$ cat config.mk
export PLATFORM = sky130hd
export DESIGN_NAME = sc_bitstream_shifter
export DESIGN_NICKNAME = d
export VERILOG_FILES = /design/src/rtl/sc_bitstream_shifter_pkg.sv /design/src/rtl/sc_clk_divider.sv /design/src/rtl/sc_bitstream_shifter.sv
export SDC_FILE = /design/constraint.sdc
export NUM_CORES = 1
export LEC_CHECK = 0
export CORE_MARGIN = 4
export CORE_UTILIZATION = 50
export CTS_BUF_LIST = sky130_fd_sc_hd__clkbuf_8 sky130_fd_sc_hd__clkbuf_16
export DETAILED_ROUTE_END_ITERATION = 6
export GPL_TIMING_DRIVEN = 1
export PLACE_DENSITY = 0.71
export SLEW_MARGIN = 20
export SYNTH_ARGS = -nofsm -noshare
export SYNTH_HDL_FRONTEND = slang
export SYNTH_SLANG_ARGS = --single-unit
$ cat constraint.sdc
create_clock -name Clk -period 2 [get_ports Clk]
set_input_delay 0.4 -clock Clk [delete_from_list [all_inputs] [get_ports Clk]]
set_output_delay 0.4 -clock Clk [all_outputs]
set_load 0.02 [all_outputs]
$ cat src/rtl/sc_bitstream_shifter_pkg.sv
// sc_bitstream_shifter_pkg: slow-control states and word-size constants shared with register preparation
package sc_bitstream_shifter_pkg;

    localparam int SC_BIT_NUM  = 616;
    localparam int SC_BYTE_NUM = SC_BIT_NUM / 8;

    typedef enum logic [2:0] {
        IDLE,
        RST_ASIC,
        FETCH,
        LATCH,
        SHIFT,
        LOAD,
        DONE
    } sc_state_t;

endpackage

$ cat src/rtl/sc_clk_divider.sv
// sc_clk_divider: phase tick every CLK_DIV cycles while enabled, restarting from zero when disabled
module sc_clk_divider #(
    parameter int CLK_DIV = 4
) (
    input  logic Clk,
    input  logic Rst,
    input  logic i_en,
    output logic o_tick
);

    localparam int W = $clog2(CLK_DIV);
    localparam logic [W-1:0] LAST = W'(CLK_DIV - 1);

    logic [W-1:0] r_cnt;

    assign o_tick = i_en && (r_cnt == LAST);

    // free-running phase counter, held at zero outside timed states
    always_ff @(posedge Clk or posedge Rst) begin
        if (Rst) r_cnt <= '0;
        else     r_cnt <= (i_en && !o_tick) ? r_cnt + 1'b1 : '0;
    end

endmodule

$ cat src/rtl/sc_bitstream_shifter.sv
// sc_bitstream_shifter: serialises the slow-control byte FIFO onto the ASIC shift-register pins
module sc_bitstream_shifter
    import sc_bitstream_shifter_pkg::*;
#(
    parameter int BIT_NUM      = SC_BIT_NUM,
    parameter int CLK_DIV      = 4,
    parameter int FIFO_TIMEOUT = 1024
) (
    input  logic       Clk,
    input  logic       Rst,
    input  logic       Start_In,
    input  logic       Fifo_Empty,
    input  logic [7:0] Fifo_Dout,
    output logic       Fifo_Rd_En,
    output logic       Out_Sr_Ck,
    output logic       Out_Sr_In,
    output logic       Out_Sr_Rstb,
    output logic       Out_Load_Sc,
    output logic       Out_Busy,
    output logic       Out_Done,
    output logic       Out_Err
);

    localparam int TW = $clog2(FIFO_TIMEOUT + 1);
    localparam logic [TW-1:0] TO_LAST = TW'(FIFO_TIMEOUT - 1);
    localparam logic [9:0] BITS = 10'(BIT_NUM);

    sc_state_t     r_state, w_next;
    logic          r_start_s, r_start_d, r_phase, r_err;
    logic          w_start, w_tick, w_div_en, w_half_done;
    logic [7:0]    r_sh;
    logic [9:0]    r_bit, w_bit_nx;
    logic [TW-1:0] r_to;

    assign w_start     = r_start_s & ~r_start_d;
    assign w_bit_nx    = r_bit + 10'd1;
    assign w_div_en    = r_state inside {RST_ASIC, SHIFT, LOAD};
    assign w_half_done = w_tick && r_phase;

    sc_clk_divider #(.CLK_DIV(CLK_DIV)) u_div (
        .Clk   (Clk),
        .Rst   (Rst),
        .i_en  (w_div_en),
        .o_tick(w_tick)
    );

    // state register
    always_ff @(posedge Clk or posedge Rst) begin
        if (Rst) r_state <= IDLE;
        else     r_state <= w_next;
    end

    // next-state and pin decode; the ASIC pins are pure functions of state so reset clears them at once
    always_comb begin
        w_next      = r_state;
        Fifo_Rd_En  = (r_state == FETCH) && !Fifo_Empty;
        Out_Sr_Ck   = (r_state == SHIFT) && r_phase;
        Out_Sr_In   = (r_state == SHIFT) && r_sh[7];
        Out_Sr_Rstb = r_state != RST_ASIC;
        Out_Load_Sc = r_state == LOAD;
        Out_Busy    = !(r_state inside {IDLE, DONE});
        Out_Done    = r_state == DONE;
        Out_Err     = r_err;
        case (r_state)
            IDLE:     w_next = w_start ? RST_ASIC : IDLE;
            RST_ASIC: w_next = w_half_done ? FETCH : RST_ASIC;
            FETCH:    w_next = !Fifo_Empty ? LATCH : (r_to == TO_LAST) ? IDLE : FETCH;
            LATCH:    w_next = SHIFT;
            SHIFT:    w_next = (w_half_done && w_bit_nx[2:0] == 3'd0) ? ((w_bit_nx == BITS) ? LOAD : FETCH) : SHIFT;
            LOAD:     w_next = w_half_done ? DONE : LOAD;
            default:  w_next = IDLE;
        endcase
    end

    // start edge, phase, timeout, shift register and bit counter
    always_ff @(posedge Clk or posedge Rst) begin
        if (Rst) begin
            r_start_s <= 1'b0;
            r_start_d <= 1'b0;
            r_phase   <= 1'b0;
            r_err     <= 1'b0;
            r_sh      <= '0;
            r_bit     <= '0;
            r_to      <= '0;
        end else begin
            r_start_s <= Start_In;
            r_start_d <= r_start_s;
            r_phase   <= w_tick ? ~r_phase : r_phase & w_div_en;
            if (r_state == IDLE && w_start) begin
                r_err <= 1'b0;
                r_bit <= '0;
                r_to  <= '0;
            end
            if (r_state == FETCH) begin
                r_to <= Fifo_Empty ? r_to + 1'b1 : '0;
                if (Fifo_Empty && r_to == TO_LAST) r_err <= 1'b1;
            end
            if (r_state == LATCH) r_sh <= Fifo_Dout;
            if (r_state == SHIFT && w_half_done) begin
                r_sh  <= {r_sh[6:0], 1'b0};
                r_bit <= w_bit_nx;
            end
        end
    end

endmodule

### Yosys cells after proc, flatten, opt, wreduce, memory -nomap -nowiden

Index checks and enable logic that the tools add are counted.

* word-level logic and storage cells: 66
* output and inout port bits: 8
* flip-flop bits (word level): 38
* input port bits: 12

* bitwise logic cells: 4
* reductions and logical operators: 20
* mux-type cells: 20
* equal/unequal tests: 10
* add/subtract/negate cells: 3

Operator list (count)
* 11-bit two-way mux: 3
* 10-bit two-way mux: 2
* 3-bit one-hot mux with 6 select lines: 1
* 8-bit two-way mux: 2
* 11-bit by 1-bit adder with 11-bit output, second input constant: 1
* 11-bit by 10-bit equality test with 1-bit output, second input constant: 1
* 10-bit by 1-bit adder with 10-bit output, second input constant: 1
* 10-bit equality test, second input constant: 1
* 1-bit logical AND: 10
* 2-bit two-way mux: 5
* 3-bit equality test, second input constant: 3
* 2-bit nonzero test: 4
* 3-bit by 2-bit equality test with 1-bit output, second input constant: 2
* 3-bit zero test: 2
* 3-bit two-way mux: 2
* 1-bit two-way mux: 5
* 3-bit by 1-bit equality test with 1-bit output, second input constant: 1
* 1-bit zero test: 3
* 3-bit by 1-bit != test with 1-bit output, second input constant: 1
* 3-bit nonzero test: 1
* 2-bit by 1-bit adder with 2-bit output, second input constant: 1
* 1-bit bitwise AND: 2
* 2-bit equality test, second input constant: 1
* 1-bit inverter: 2

### Depth between registers and ports, before layout

Gate-level depths: netlist of the first run.

* depth in word-level cells: 7
* gate-level depth with buffers: 8
* gate-level depth less buffers: 6

### Modules after synthesis

From an unflattened synthesis of the first run, not the netlist that was laid out.

* cells, all modules: 235
* area, all modules: 2067.0 µm²

Modules (own cells, without submodules)
* sc_bitstream_shifter: area each 1971.9 µm², instances 1, seq. area each 900.9 µm², cells each 228
* sc_clk_divider: area each 95.1 µm², instances 1, seq. area each 50.0 µm², cells each 7

### Worst setup path before layout of the first run

OpenSTA, ideal clock, no wires.

* path kind: register to output
* start point: register r_state[1]
* end point: output port Out_Done
* cell stages (with the launch flop): 4
* slack: 0.170 ns
* buffers on the path: 1
* required time: 1.600 ns
* data arrival time: 1.430 ns
* cells stage by stage: dfrtp_1 clkbuf_1 inv_1 nor3_1

* word-level cells in the longest chain between the ends: 1

Ends and longest elaborated chain
* start, declared: line sc_bitstream_shifter.sv:28 `sc_state_t r_state, w_next;`
* start signal, assigned: line sc_bitstream_shifter.sv:50 `else r_state <= w_next;`
* 3-bit equality test: line sc_bitstream_shifter.sv:62 `Out_Done = r_state == DONE;`
* end, declared: line sc_bitstream_shifter.sv:20 `output logic Out_Done,`

No other way between the ends.

### Worst setup path after layout of the first run

* start point: register r_state[2]
* end point: output port Out_Busy

* word-level cells in the longest chain between the ends: 3
* elaborated cells on any way between the ends: 4
* those cells by class: eq/ne (1); reduce/logical (3)

Ends and longest elaborated chain
* 3-bit equality test / 3-bit zero test (equally long branches): line sc_bitstream_shifter.sv:61 `Out_Busy = !(r_state inside {IDLE, DONE});`
* 2-bit nonzero test *: line sc_bitstream_shifter.sv:61
* 1-bit zero test *: line sc_bitstream_shifter.sv:61
* end, declared: line sc_bitstream_shifter.sv:19 `output logic Out_Busy,`

Mark *: on every way between the ends. The rest lies on a longest branch, timed or not.

==> results of run 1 <==
-- worst paths after layout --
path                                 start          to  slack [ps]  cells past startpoint
worst min-delay path             r_start_s   r_start_d         370                      0
max in group asynchronous              Rst  r_state[2]        1120                      3
min in group asynchronous              Rst     r_to[2]         530                      3
worst min register to register   r_start_s   r_start_d         370                      0
worst max register to register  r_state[1]  r_state[0]         150                      5
worst max-delay path            r_state[2]    Out_Busy          80                      4
-- sequential cells by signal, summed over array words and instances, names as in the netlist --
| signal | flops |
|---|---|
| r_start_s | 1 |
| r_bit | 10 |
| u_div.r_cnt | 2 |
| r_state | 3 |
| Out_Err | 1 |
| r_start_d | 1 |
| r_phase | 1 |
| r_sh | 8 |
| r_to | 11 |
-- kinds of logic (layout without fill, tap and decap cells) --
kind of cell / count (synthesis) / count (layout) / synth area share
compound gates: 63 / 63 / 0.193
xor+xnor: 3 / 3 / 0.0128
fa+ha+maj: 4 / 4 / 0.0243
buf+inv: 13 / 45 / 0.0359
flops: 38 / 38 / 0.462
mux: 3 / 3 / 0.0146
simple gates: 98 / 98 / 0.258
-- metal layers --
metal,share of wire,vias up,wire length (um)
met4,0.018,0,77
met5,0,-,0
met1,0.47,816,1990
met2,0.47,43,2000
met3,0.050,7,212
li1,-,875,-
-- report_power, final --
part           leakage (nW)  switching [mW]  internal [mW]  total, mW
registers             0.495           0.143          0.938       1.08
clock network        0.0524           0.261          0.273      0.534
logic                 0.606           0.356          0.285      0.641
total                  1.15           0.760           1.50       2.26
-- layout by cell type (no fill, tap or decap), types with 2 or more instances in the layout --
cell type	count
clkbuf_8	6
o31ai_1	5
nand3_1	6
and4_1	2
a21oi_1	8
dfrtp_1	37
buf_4	15
xor2_1	2
nor2_1	17
a22o_1	2
dlygate4sd2_1	7
a31oi_1	5
inv_1	3
and2_1	3
clkdlybuf4s50_1	12
and3_1	9
a22oi_1	7
o21ai_0	26
o41ai_1	3
ha_1	4
mux2i_1	3
nor2_2	2
nor3_1	4
nand2_1	37
-- through the flow --
step                worst slack [ps]  cells  total power [mW]
floorplan                        170    222              1.51
global route                   0.225    304              2.42
finish                          82.0    304              2.26
CTS                             67.5    304              2.29
detailed placement              71.7    296              1.77
global placement                82.1    296              1.75
-- final cells by class --
cell class / instances / area, sq um
Inverter: 3 / 11.3
Fill cell: 344 / 1560
Clock inverter: 2 / 8.76
Timing Repair Buffer: 34 / 294
Clock buffer: 6 / 82.6
Multi-Input combinational cell: 171 / 1030
Sequential cell: 38 / 952
Tap cell: 50 / 62.6
-- what timing repair did --
| action | CTS | global route |
|---|---|---|
| setup endpoints to repair | 7 | 0 |
| hold endpoints to repair | 0 | 0 |
| resized for setup | 8 | 0 |
==> impl_metrics.csv, run 1 <==
group,metric,value,unit
floorplanning,die_w,72.2,um
timing,whs,375,ps
finish,layout.nets,269,
timing,maxSlewViolCount,0,
synthesis,ys_async_sr_fraction,1.00,
placed_design,port-buffer-count,19,
grt,grt_pass1_vias,1616,
drt,num_vias,1741,
grt,met3_usage,0.0374,
clock_tree,clk_latency,290,ps
clock_tree,cts_setup_buffers,0,
timing,hold_viol,0,
synthesis,ys_ff_latch,38,
grt,grt_first_pass_wirelength,7.41,mm
clock_tree,clk_path_buf_depth,2,
grt,top_usage_layer,"met2",
drt,wl_per_cell,14.1,um
pwr,power.leakage,1.15,nW
grt,antenna_found_initial,0,
clock_tree,cts_max_level,2,
timing,fmax,0.521,GHz
synthesis,yosysSeqAreaShare,0.462,
timing,rsz0062_at_grt,"false",
synthesis,synth_cell_types,51,
flow_run,maxCapViolCount,0,
finish,antenna_cells,0,
setup_path,cp_max_fo,7,
setup_path,worst_path_max_delay_cell,"dfrtp_2",
drt,drt-total-wl,4.28,mm
setup_path,crit_path_end_kind,"output pin",
synthesis,netlist_top_cells_area,"dfrtp_1, nand2_1, o21ai_0",
clock_tree,numCtsBuffers,5,
timing,maxSlewHeadroom,0.570,
synthesis,syn-cell-area,0.00206,sq mm
finish,utilization,0.611,
timing,finalCriticalPeriod,1920,ps
setup_path,cp.arrival,1520,ps
synthesis,synth_flop_cell,"dfrtp_1",
synthesis,synth_commonest_cells,"dfrtp_1, nand2_1, o21ai_0, nor2_1, and3_1",
synthesis,yosysTopAreaCell,"dfrtp_1",
timing,setup_viol,0,
setup_path,path_buf_inv,2,
finish,synthToLayoutAreaGrowth,18.8,%
synthesis,netlist.area_leader.share,0.462,
floorplanning,dieArea,0.00521,sq mm
floorplanning,core-area,0.00400,sq mm
drt,viasPerCell,5.73,
floorplanning,initial_core_util,0.515,
floorplanning,die_y,72.2,um
clock_tree,clk_pin_slew,70,ps
synthesis,yosysMostFrequentCell,"dfrtp_1",
clock_tree,cts_sinks,38,
finish,drive_gt1_frac,0.134,
timing,skew,7.94,ps
drt,drtIter0Drc,79,
drt,drtPass1Iterations,4,
drt,route.detailed.drc,0,
outcome,status,"complete, no violations",
synthesis,synth_edf_count,0,
setup_path,crit_type,"reg -> out",
grt,grtUsageTotal,0.182,
clock_tree,cts_tree,"yes",
timing,period_share,0.959,
setup_path,path_cells,"inv_2, nor2_1, or3_1, dlygate4sd2_1",
drt,antenna_left,0,
synthesis,synth_area_per_cell,9.27,sq um
grt,gr-usage-met1,0.252,
setup_path,critical_path.top_delay_family,"flip-flops",
synthesis,syn_inst,222,
timing,worst_pin_slew,639,ps
grt,grt_start_max_net_pins,39,
setup_path,start_kind,"flip-flop",
finish,finalInstanceArea,0.00244,sq mm
clock_tree,cts.hold.buffers_added,0,
placed_design,gp_congestion,0.776,
pwr,max-vdd-ir-drop,657,uV
timing,tns,0,ps
synthesis,yosysWarnings,0,
placed_design,place_area,0.00236,sq mm
setup_path,critPathRequiredTime,1600,ps
placed_design,hpwlAfterDp,3.03,mm
grt,met2_usage,0.274,
clock_tree,clockRootBuffer,"clkbuf_8",
pwr,pwr_density_cell,923,mW/mm^2
setup_path,max_stage_delay,460,ps
grt,grt_overflow,0,
floorplanning,rows,23,
synthesis,synthesis.nets,238,
min_path,hp-class,"reg -> reg",
floorplanning,io_pins,20,
Note: power is estimated with default switching activity, not from simulation.
==> run 2: changes to the inputs <==
--- a/config.mk
+++ b/config.mk
@@ -7,9 +7,8 @@
 export LEC_CHECK = 0
 export CORE_MARGIN = 4
-export CORE_UTILIZATION = 50
+export CORE_UTILIZATION = 31
 export CTS_BUF_LIST = sky130_fd_sc_hd__clkbuf_8 sky130_fd_sc_hd__clkbuf_16
 export DETAILED_ROUTE_END_ITERATION = 6
 export GPL_TIMING_DRIVEN = 1
-export PLACE_DENSITY = 0.71
 export SLEW_MARGIN = 20
 export SYNTH_ARGS = -nofsm -noshare
==> constraint.sdc (replaced) <==
create_clock -name Clk -period 2 [get_ports Clk]
set_input_delay 0.4 -clock Clk [delete_from_list [all_inputs] [get_ports Clk]]
set_output_delay 0.4 -clock Clk [all_outputs]
set_load 0.1 [all_outputs]
==> run 2 against run 1 <==
Effect of this change: largest cell class unchanged; clock power rose by 20%; critical endpoint unchanged; highest routed layer unchanged; final cell count rose by 8.9%; maximum frequency fell by 1.1%; sequential power barely moved.
==> impl_metrics.csv, run 2 (synthesis results as in run 1) <==
group,metric,value,unit
setup_path,crit_path_end_kind,"output pin",
setup_path,reg2regPathDepth,6,
drt,top_layer,"met4",
setup_path,endpoint,"Out_Busy",
clock_tree,clk_path_buf_depth,2,
setup_path,crit_type,"reg -> out",
clock_tree,clockRootBuffer,"clkbuf_8",
finish,antenna_cells,0,
min_path,hp-class,"reg -> reg",
setup_path,startpoint,"r_state[2]",
drt,wl_met1,2.38,mm
timing,whs,386,ps
setup_path,cp.arrival,1540,ps
finish,utilization,0.406,
pwr,pwr_density_cell,1070,mW/mm^2
finish,reg_top3,"r_to x11, r_bit x10, r_sh x8",
clock_tree,clk_latency,290,ps
placed_design,gp_congestion,0.828,
finish,layout_common_cells,"nand2_1, dfrtp_1, o21ai_0, nor2_1, buf_4",
setup_path,rr_startpoint,"r_bit[0]",
min_path,hp-start,"r_start_s",
finish,regMostFlops,"r_to",
placed_design,port-buffer-count,19,
floorplanning,io_pins,20,
setup_path,critPathRequiredTime,1600,ps
flow_run,maxCapViolCount,0,
drt,route.detailed.drc,0,
pwr,max-vdd-ir-drop,1410,uV
timing,maxSlewViolCount,0,
timing,rsz0062_at_grt,"true",
timing,fmax,0.516,GHz
timing,worst_pin_slew,529,ps
setup_path,ff2ff_setup_slack,120,ps
floorplanning,die_w,89.5,um
drt,wl_met3,142,um
setup_path,r2r-end,"r_state[1]",
finish,finalInstanceArea,0.00259,sq mm
timing,finalCriticalPeriod,1940,ps
grt,grt_start_max_net_pins,39,
grt,grt_overflow,0,
setup_path,cp.depth,4,
drt,drt-total-wl,4.57,mm
grt,grtUsageTotal,0.130,
finish,layout.nets,269,
setup_path,path_buf_inv,2,
timing,setup_viol,0,
drt,viasPerCell,5.23,
setup_path,max_stage_delay,490,ps
timing,maxSlewHeadroom,0.646,
clock_tree,cts_max_level,2,
drt,met2_length,1.98,mm
grt,antenna_found_initial,0,
grt,grt_first_pass_wirelength,8.11,mm
finish,fill_cells,642,
grt,grt_pass1_vias,1724,
finish,final_common_cell,"nand2_1",
clock_tree,clk_pin_slew,80,ps
drt,antenna_left,0,
setup_path,cp_max_fo,7,
clock_tree,numCtsBuffers,5,
drt,num_vias,1730,
clock_tree,cts_tree,"yes",
setup_path,critical_path.top_delay_family,"simple AND/OR/NAND/NOR gates",
floorplanning,rows,29,
floorplanning,die_y,89.5,um
drt,drtPass1Iterations,5,
placed_design,hpwlAfterDp,3.21,mm
placed_design,place_area,0.00247,sq mm
timing,skew,12.0,ps
drt,wl_per_cell,13.8,um
finish,synthToLayoutAreaGrowth,26.1,%
pwr,power.leakage,1.18,nW
timing,hold_viol,0,
pwr,total_power,2.77,mW
setup_path,worst_path_max_delay_cell,"or3_2",
finish,largest_reg_flops,11,
timing,period_share,0.969,
floorplanning,initial_core_util,0.322,
clock_tree,cts_sinks,38,
drt,drtIter0Drc,98,
finish,drive_gt1_frac,0.189,
setup_path,path_cells,"inv_2, nor2_1, or3_2, buf_12",
floorplanning,core-area,0.00639,sq mm
outcome,status,"complete, no violations",
clock_tree,cts.hold.buffers_added,0,
setup_path,start_kind,"flip-flop",
floorplanning,dieArea,0.00801,sq mm
==> run 2: how the worst min path moves through the flow <==
stage          cells after the start         to  slack (ps)
3_3_place_gp                       0  r_start_d         360
3_5_place_dp                       0  r_start_d         370
6_report                           0  r_start_d         390
4_1_cts                            0  r_start_d         390
5_1_grt                            0  r_start_d         410
2_1_floorplan                      0  r_start_d         350
==> run 2: repair_timing <==
item / in CTS / in global routing
buffers inserted: 1 / 0
resized for setup: 1 / 2
setup endpoints to repair: 1 / 4
gates cloned: 0 / 0
==> run 2: power breakdown <==
part	total (mW)	internal (mW)	switching (mW)
sequential	1.09	0.941	0.145
clock	0.639	0.367	0.272
combinational	1.05	0.398	0.652
==> run 2: through the flow <==
| step | instances | setup TNS (ps) | setup WS, ps |
|---|---|---|---|
| 2_1_floorplan | 222 | -49.7 | -29.5 |
| 3_3_place_gp | 322 | 0 | 233 |
| 3_5_place_dp | 322 | 0 | 186 |
| 4_1_cts | 331 | 0 | 32.4 |
| 5_1_grt | 331 | -21.9 | -17.7 |
| 6_report | 331 | 0 | 61.4 |
==> run 2: cell type report <==
class | instances | area [sq um] | share of cell area
Multi-Input combinational cell | 171 | 1050 | 0.406
Sequential cell | 38 | 955 | 0.368
Timing Repair Buffer | 34 | 370 | 0.143
Tap cell | 77 | 96.3 | 0.0371
Clock buffer | 5 | 68.8 | 0.0265
Clock inverter | 3 | 40.0 | 0.0154
Inverter | 3 | 11.3 | 0.00434
==> run 2: worst register-to-register path, delay by kind of cell, from the launching register on <==
family,cells,cell delay (ps)
AO/OA/AOI/OAI,2,440
XOR/XNOR,1,150
adder cells (fa/ha/maj),1,280
flip-flops,1,430
AND/OR/NAND/NOR,2,460
==> run 2: per-layer routing <==
layer  global-route usage  vias up
li1                     -      877
met1                0.181      819
met2                0.198       30
met3               0.0230        4
met4               0.0514        0
met5                    0        -
==> run 3: changes to the inputs <==
CELL_PAD_IN_SITES_DETAIL_PLACEMENT = 0   (was not set)
CELL_PAD_IN_SITES_GLOBAL_PLACEMENT = 1   (was not set)
PLACE_DENSITY_LB_ADDON = 0.1   (was not set)
SLEW_MARGIN = 25   (was 20)
clock period = 2.2 ns   (was 2 ns; I/O delays follow)
==> run 3 against run 2 <==
Effect of this change: count of clock-buffer cells in the layout grew 3; cell area shrank 1.8%; combinational power shrank 11%; core utilization shrank 0.72 points; via count shrank 0.52%; die area is the same; worst setup slack gained 75 ps; global-route usage grew 1.0 points; worst hold slack lost 8.7 ps; flip-flop and latch count is the same; critical endpoint unchanged; largest cell class unchanged; highest routed layer unchanged.
==> impl_metrics.csv, run 3 (synthesis results as in run 1) <==
group,metric,value,unit
clock_tree,cts_max_level,2,
setup_path,rr_startpoint,"r_bit[0]",
grt,grt_start_max_net_pins,39,
finish,finalInstanceArea,0.00255,sq mm
drt,wl_per_cell,15.2,um
floorplanning,dieArea,0.00801,sq mm
drt,num_vias,1721,
timing,whs,377,ps
setup_path,cp_max_fo,7,
clock_tree,clk_pin_slew,80,ps
finish,layout_common_cells,"dfrtp_1, nand2_1, o21ai_0, nor2_1",
timing,skew,6.11,ps
finish,reg_top3,"r_to x11, r_bit x10, r_sh x8",
pwr,max-vdd-ir-drop,996,uV
floorplanning,core-area,0.00639,sq mm
setup_path,path_buf_inv,2,
min_path,hold_depth,0,
drt,antenna_left,0,
clock_tree,cts_sinks,38,
clock_tree,clk_latency,290,ps
clock_tree,clk_path_buf_depth,2,
finish,antenna_cells,0,
min_path,hp-start,"r_start_s",
drt,drtPass1Iterations,4,
clock_tree,clockRootBuffer,"clkbuf_8",
clock_tree,cts.hold.buffers_added,0,
clock_tree,cts_setup_buffers,0,
clock_tree,numCtsBuffers,5,
timing,maxSlewHeadroom,0.634,
timing,setup_viol,0,
timing,maxSlewViolCount,0,
finish,regMostFlops,"r_to",
pwr,power.leakage,1.16,nW
floorplanning,io_pins,20,
clock_tree,cts_tree,"yes",
setup_path,path_cells,"buf_4, or3_1, buf_12",
timing,rsz0062_at_grt,"false",
setup_path,start_kind,"flip-flop",
setup_path,startpoint,"r_state[0]",
min_path,hp-class,"reg -> reg",
drt,drt-total-wl,4.95,mm
grt,antenna_found_initial,0,
finish,utilization,0.399,
setup_path,cp.arrival,1620,ps
flow_run,maxCapViolCount,0,
grt,grt_first_pass_wirelength,8.60,mm
placed_design,place_area,0.00244,sq mm
setup_path,crit_path_end_kind,"output pin",
grt,grtUsageTotal,0.140,
setup_path,reg2regPathDepth,6,
setup_path,crit_type,"reg -> out",
timing,tns,0,ps
placed_design,hpwlAfterDp,3.37,mm
pwr,pwr_density_cell,977,mW/mm^2
floorplanning,die_w,89.5,um
timing,hold_viol,0,
floorplanning,initial_core_util,0.322,
drt,viasPerCell,5.28,
grt,grt_pass1_vias,1778,
timing,fmax,0.485,GHz
setup_path,critPathRequiredTime,1760,ps
finish,final_common_cell,"dfrtp_1",
finish,synthToLayoutAreaGrowth,23.8,%
timing,period_share,0.938,
floorplanning,rows,29,
clock_tree,cts_resized,0,
drt,drtIter0Drc,92,
timing,finalCriticalPeriod,2060,ps
setup_path,worst_path_max_delay_cell,"dfrtp_1",
setup_path,max_stage_delay,500,ps
placed_design,port-buffer-count,19,
finish,layout.nets,264,
finish,drive_gt1_frac,0.157,
outcome,status,"complete, no violations",
min_path,holdPathEnd,"r_start_d",
floorplanning,die_y,89.5,um
placed_design,gp_congestion,0.726,
setup_path,critical_path.top_delay_family,"flip-flops",
setup_path,ff2ff_setup_slack,370,ps
grt,grt_overflow,0,
finish,largest_reg_flops,11,
drt,route.detailed.drc,0,
setup_path,r2r-end,"r_state[0]",
timing,worst_pin_slew,548,ps
## run 3: cell types whose count changed in the layout (fill, tap and decap cells not counted)
cell / delta
buf_4: -5
dfrtp_2: -3
dfrtp_1: +3
or3_2: -1
nor2_2: +1
nor2_4: -1
clkinv_2: -2
clkbuf_8: +3
or3_1: +1
bufinv_16: -1
## run 3: area by class of cell
class                   instances  area (sq um)
multi-input cells             171          1050
clock buffers                   8           110
fillers                       644          3840
flip-flops and latches         38           951
inverters                       3          11.3
repair buffers                 29           333
well taps                      77          96.3
## run 3: how the worst max path moves through the flow
stage | cells after the start | end | slack (ps)
detailed placement | 5 | r_state[1] | 380
finish | 3 | Out_Busy | 140
global route | 4 | Out_Busy | 30
floorplan | 3 | Out_Done | 0.8
CTS | 4 | Out_Busy | 110
global placement | 5 | r_state[1] | 340
## run 3: metrics by stage
step | power (mW) | setup WS, ps | std cells
floorplan | 1.62 | 0.802 | 222
global placement | 1.94 | 341 | 318
detailed placement | 1.94 | 375 | 318
CTS | 2.53 | 114 | 326
global route | 2.66 | 29.7 | 326
finish | 2.49 | 136 | 326
## run 3: routing by layer
| layer | track usage | vias up | wire, um |
|---|---|---|---|
| met3 | 0.0479 | 8 | 204 |
| met1 | 0.200 | 822 | 2600 |
| met5 | 0 | - | 0 |
| met2 | 0.198 | 26 | 2060 |
| met4 | 0.0447 | 0 | 87 |
| li1 | - | 865 | - |
## run 3: report_power, final
group | leakage [nW] | internal (mW) | total, mW | switching (mW)
sequential | 0.497 | 0.850 | 0.986 | 0.135
combinational | 0.604 | 0.343 | 0.933 | 0.591
clock | 0.0575 | 0.317 | 0.571 | 0.254
